$ cat src/rtl/count_snapshot_reader_if.sv
// Bundle of request, counter and byte-stream handshake signals for the
// counter snapshot reader. The master side is the reader itself.
interface count_snapshot_reader_if #(
  parameter int WIDTH = 64
);
  logic             req;
  logic             slt;
  logic [WIDTH-1:0] count0;
  logic [WIDTH-1:0] count1;
  logic [7:0]       data_out;
  logic             valid;
  logic             ready;
  logic             last;
  logic             busy;
  logic             done;

  modport master (
    input  req, slt, count0, count1, ready,
    output data_out, valid, last, busy, done
  );

  modport slave (
    output req, slt, count0, count1, ready,
    input  data_out, valid, last, busy, done
  );
endinterface

$ cat src/rtl/count_snapshot_reader.sv
// Snapshots one of two counters on request and streams it out as a framed
// byte packet: header, NBYTES data bytes LSB-first, XOR checksum.
// All outputs are registered; they are computed from the next state so
// Valid rises in the cycle right after the accepting Req edge.
module count_snapshot_reader #(
  parameter int         WIDTH    = 64,
  parameter logic [7:0] HDR_BASE = 8'hA0
) (
  input  logic                           clk,
  input  logic                           rst,
  count_snapshot_reader_if.master        bus
);

  localparam int NBYTES = WIDTH / 8;
  localparam int IW     = (NBYTES > 1) ? $clog2(NBYTES) : 1;
  localparam logic [IW-1:0] LAST_IDX = IW'(NBYTES - 1);

  typedef enum logic [2:0] {IDLE, HDR, DATA, CSUM, DONE} state_t;

  state_t           state_reg, state_next;
  logic [WIDTH-1:0] snap_reg, snap_next;
  logic             sel_reg, sel_next;
  logic [IW-1:0]    idx_reg, idx_next;
  logic [7:0]       csum_reg, csum_next;

  logic [7:0]       data_reg, data_next;
  logic             valid_reg, valid_next;
  logic             last_reg, last_next;
  logic             busy_reg, busy_next;
  logic             done_reg, done_next;

  logic             beat;
  logic [7:0]       snap_bytes [NBYTES];

  assign beat = valid_reg & bus.ready;

  // Byte view of the next snapshot, used to pick the byte presented next.
  genvar gi;
  generate
    for (gi = 0; gi < NBYTES; gi++) begin : g_bytes
      assign snap_bytes[gi] = snap_next[8*gi +: 8];
    end
  endgenerate

  // Next-state and datapath register updates.
  always_comb begin
    state_next = state_reg;
    snap_next  = snap_reg;
    sel_next   = sel_reg;
    idx_next   = idx_reg;
    csum_next  = csum_reg;
    case (state_reg)
      IDLE: begin
        if (bus.req) begin
          snap_next  = bus.slt ? bus.count1 : bus.count0;
          sel_next   = bus.slt;
          idx_next   = '0;
          csum_next  = HDR_BASE | {7'b0, bus.slt};
          state_next = HDR;
        end
      end
      HDR: begin
        if (beat) begin
          idx_next   = '0;
          state_next = DATA;
        end
      end
      DATA: begin
        if (beat) begin
          csum_next = csum_reg ^ data_reg;
          idx_next  = idx_reg + 1'b1;
          if (idx_reg == LAST_IDX) state_next = CSUM;
        end
      end
      CSUM: begin
        if (beat) state_next = DONE;
      end
      DONE: begin
        state_next = IDLE;
      end
      default: begin
        state_next = IDLE;
      end
    endcase
  end

  // Registered outputs derived from where the FSM is going next.
  always_comb begin
    data_next  = 8'h00;
    valid_next = 1'b0;
    last_next  = 1'b0;
    done_next  = 1'b0;
    busy_next  = (state_next != IDLE);
    case (state_next)
      HDR: begin
        data_next  = HDR_BASE | {7'b0, sel_next};
        valid_next = 1'b1;
      end
      DATA: begin
        data_next  = snap_bytes[idx_next];
        valid_next = 1'b1;
      end
      CSUM: begin
        data_next  = csum_next;
        valid_next = 1'b1;
        last_next  = 1'b1;
      end
      DONE: begin
        done_next = 1'b1;
      end
      default: begin
        data_next = 8'h00;
      end
    endcase
  end

  // State, snapshot and output registers; reset clears everything at once.
  always_ff @(posedge clk or posedge rst) begin
    if (rst) begin
      state_reg <= IDLE;
      snap_reg  <= '0;
      sel_reg   <= 1'b0;
      idx_reg   <= '0;
      csum_reg  <= 8'h00;
      data_reg  <= 8'h00;
      valid_reg <= 1'b0;
      last_reg  <= 1'b0;
      busy_reg  <= 1'b0;
      done_reg  <= 1'b0;
    end else begin
      state_reg <= state_next;
      snap_reg  <= snap_next;
      sel_reg   <= sel_next;
      idx_reg   <= idx_next;
      csum_reg  <= csum_next;
      data_reg  <= data_next;
      valid_reg <= valid_next;
      last_reg  <= last_next;
      busy_reg  <= busy_next;
      done_reg  <= done_next;
    end
  end

  assign bus.data_out = data_reg;
  assign bus.valid    = valid_reg;
  assign bus.last     = last_reg;
  assign bus.busy     = busy_reg;
  assign bus.done     = done_reg;

endmodule
$ cat src/flat_wrapper.sv
// flat-port wrapper written by rule: the top's interface ports become plain ports
module count_snapshot_reader_flat 
#(
  parameter int         WIDTH    = 64,
  parameter logic [7:0] HDR_BASE = 8'hA0
)
  (clk, rst, bus_req, bus_slt, bus_count0, bus_count1, bus_ready, bus_data_out, bus_valid, bus_last, bus_busy, bus_done);
  count_snapshot_reader_if #(.WIDTH(WIDTH)) bus_i ();
  input  logic clk;
  input  logic rst;
  input wire logic [$bits(bus_i.req)-1:0] bus_req;
  input wire logic [$bits(bus_i.slt)-1:0] bus_slt;
  input wire logic [$bits(bus_i.count0)-1:0] bus_count0;
  input wire logic [$bits(bus_i.count1)-1:0] bus_count1;
  input wire logic [$bits(bus_i.ready)-1:0] bus_ready;
  output wire logic [$bits(bus_i.data_out)-1:0] bus_data_out;
  output wire logic [$bits(bus_i.valid)-1:0] bus_valid;
  output wire logic [$bits(bus_i.last)-1:0] bus_last;
  output wire logic [$bits(bus_i.busy)-1:0] bus_busy;
  output wire logic [$bits(bus_i.done)-1:0] bus_done;
  assign bus_i.req = bus_req;
  assign bus_i.slt = bus_slt;
  assign bus_i.count0 = bus_count0;
  assign bus_i.count1 = bus_count1;
  assign bus_i.ready = bus_ready;
  assign bus_data_out = bus_i.data_out;
  assign bus_valid = bus_i.valid;
  assign bus_last = bus_i.last;
  assign bus_busy = bus_i.busy;
  assign bus_done = bus_i.done;
  count_snapshot_reader #(.WIDTH(WIDTH), .HDR_BASE(HDR_BASE)) u_core (.clk(clk), .rst(rst), .bus(bus_i));
endmodule
$ cat config.mk
export PLATFORM = sky130hd
export DESIGN_NAME = count_snapshot_reader_flat
export DESIGN_NICKNAME = d
export VERILOG_FILES = /design/src/rtl/count_snapshot_reader_if.sv /design/src/rtl/count_snapshot_reader.sv /design/src/flat_wrapper.sv
export SDC_FILE = /design/constraint.sdc
export NUM_CORES = 1
export LEC_CHECK = 0
export ABC_CLOCK_PERIOD_IN_PS = 6330
export BUFFER_PORTS_ARGS = -buffer_cell sky130_fd_sc_hd__buf_4
export CORE_MARGIN = 1
export CORE_UTILIZATION = 55
export DETAILED_ROUTE_END_ITERATION = 10
export MAX_ROUTING_LAYER = met4
export PLACE_DENSITY_LB_ADDON = 0.12
export SKIP_LAST_GASP = 1
export SYNTH_ARGS = -nofsm -noshare
export SYNTH_HDL_FRONTEND = slang
export SYNTH_SLANG_ARGS = --single-unit
export TNS_END_PERCENT = 1
$ cat constraint.sdc
create_clock -name clk -period 6.33 [get_ports clk]
set_clock_uncertainty 0.2 [all_clocks]
set_input_delay 0.633 -clock clk [delete_from_list [all_inputs] [get_ports clk]]
set_output_delay 0.633 -clock clk [all_outputs]
set_load 0.05 [all_outputs]
==> results.md <==
- Run status: complete, no violations
- Final ANT Viol Nets: 0
- Nets: 737
- Max-slew violation count: 0
- Worst vdd ir: 0.215 mV
- Setup crit end kind: flop
- Clk sink count: 91
- Synth unique cells: 44
- Setup WS post-layout: 2.80 ns
- PD cells: 402 nW/um^2
- Fraction of layout instances using a drive strength above 1: 29.9%
- Top cells by area, synth: dfrtp_1, mux2i_1, nand2_1
- Routability cong.: 0.859
- WS Path Type: flop to flop
- Final hold violations: 0
- Pin count of the biggest net entering global routing: 135
- Setup TNS: 0 ns
- Flops & latches, synth: 91
- Die width: 95.6 um
- Cts bufs inserted: 9
- Mapped cell area: 4820 sq um
- Area growth syn-to-layout: 25.5%
- Io pins: 145
- Hold Worst Slack: 0.289 ns
- Hold wc startpoint: u_core.snap_reg[60]
- 1st-pass router iterations: 4
- Initial Utilization: 57.8%
- Post-Syn Nets: 613
- Via count: 3996
- Syn Area/Cell: 10.1 sq um
- Clock network latency to the later pin of the worst-skew pair: 0.36 ns
- Leak: 0.00304 uW
- Max FFs per register: 64
- Overall Global Routing Usage: 27.1%
- Die ar.: 9140 sq um
- Root buffer cell: clkbuf_8
- Main synth FF type: dfrtp_1
- Hpwl dp: 8280 um
- Type of the tightest min-delay check: flop to flop
- Seq/Total Area, Yosys: 47.3%
- Post-route DRC violation count: 0
- Final Cycle Share: 55.8%
- Reg clk slew, reported paths: 0.09 ns
- IO Port Bufs: 144
- # Post-CTS Setup Buffers: 0
- CTS tree: built
- Clock buffer depth: 2
- Post-synth top area share: 47.3%
- # diodes: 0
- First-pass GRT wire length: 18100 um
- Final setup violation count: 0
- Tmin final: 3.53 ns
- DRT iter0 DRCs: 200
- Rel. slew slack: 4.60%
- Design area: 6050 sq um
- FF-to-FF setup slack: 2.80 ns
- Syn Inst Count: 477
- Die H: 95.6 um
- Area after DPL: 5840 sq um
- CP Data Required Time: 6.39 ns
- Placement Setup Slack: 2.92 ns
- Core area: 8340 sq um
- CP Data Arrival Time: 3.59 ns
- Warnings from Yosys: 0
- Worst Setup Start Kind: flop
- Worst Setup SP: u_core.idx_reg[1]
- Antenna violations before repair: 0
- FF-to-FF Start: u_core.idx_reg[1]
- WL per Instance: 16.1 um
- RSZ-0062 raised after global routing: false
- Fmax achieved: 283 MHz
- FFs w/ async S/R, synth: 100%
- Max-cap violations: 0
- Vias in the first global route: 3806
- Vias per inst: 5.63
- Yosys top cell by area: dfrtp_1
- Tightest Pin Transition: 1.41 ns
- Post-CTS Hold Buffers: 0
- H-tree depth: 3
- Final wirelength: 11400 um
- Final Power: 2430 uW
- Worst-path fanout max: 17
- Gr ovfl total: 0
- Post-CTS sizing: 0
- Number of flops mapped to enable cells by yosys: 0
- Std cell rows: 33
worst max-delay path, stage by stage, from the launching register on:
cell and delay (ns):
dfrtp_1 0.45, ha_1 0.21, ha_1 0.20, and3_1 0.19, or3b_2 0.43, a21oi_1 0.86, a21boi_2 0.51, a311oi_1 0.12
o31ai_1 0.26
final cells by class:
type / count / area, sq um
Multi-Input combinational cell: 349 / 2320
Fill cell: 642 / 2290
Sequential cell: 91 / 2280
Timing Repair Buffer: 146 / 1100
Tap cell: 105 / 131
Clock buffer: 10 / 128
Clock inverter: 5 / 78.8
Inverter: 4 / 16.3
final timing paths:
check	end	cells past startpoint
worst min-delay path	u_core.snap_reg[60]	2
worst max-delay path	u_core.bus.data_out[2]	8
min in group asynchronous	u_core.snap_reg[52]	3
worst min register to register	u_core.snap_reg[60]	2
max in group asynchronous	u_core.snap_reg[9]	3
worst max register to register	u_core.bus.data_out[2]	8
through the flow:
stage               std cells  utilization, %
floorplan                 477               -
global placement          695            70.0
detailed placement        695            70.0
CTS                       710            72.5
global route              710            72.5
finish                    710            72.5
synthesized netlist by cell type (all sizes together), types with 4 or more instances:
master  number
a211oi       8
a21oi        7
a311oi       8
and2         9
and3        10
buf         25
clkbuf       8
dfrtp       91
mux2        16
mux2i       66
nand2       87
nand3        4
nor2         9
o21ai       69
o22ai        9
o31ai        7
or3          4
xor2         5
report_power, final:
part	internal, uW	leakage (uW)	total [uW]	switching, uW
logic	409	0.00179	1060	649
clock network	220	0.000106	419	199
registers	829	0.00114	951	122
cell families (layout without fill, tap and decap cells):
logic type      count (synthesis)  count (layout)  share of synthesized area [%]
simple gates                  137             137                           13.1
flops                          91              91                           47.3
buf+inv                        37             165                           4.70
xor+xnor                        6               6                           1.09
mux                            82              82                           17.4
compound gates                121             121                           15.6
fa+ha+maj                       3               3                          0.779
routing by layer:
layer | GRT usage, % | routed length [um] | vias up
li1 | - | - | 1957
met1 | 35.2 | 5010 | 1885
met2 | 43.2 | 5620 | 132
met3 | 3.83 | 552 | 22
met4 | 9.95 | 250 | 0
met5 | - | 0 | -
layout by cell type (no fill, tap or decap), types with 9 or more instances in the layout:
cell type / count
clkbuf_8: 9
nand2_1: 87
o21ai_1: 19
nor2_1: 9
mux2i_1: 66
mux2_2: 10
o21ai_0: 50
buf_4: 146
o22ai_1: 9
and3_1: 10
dfrtp_1: 91
Note: power is estimated with default switching activity, not from simulation.
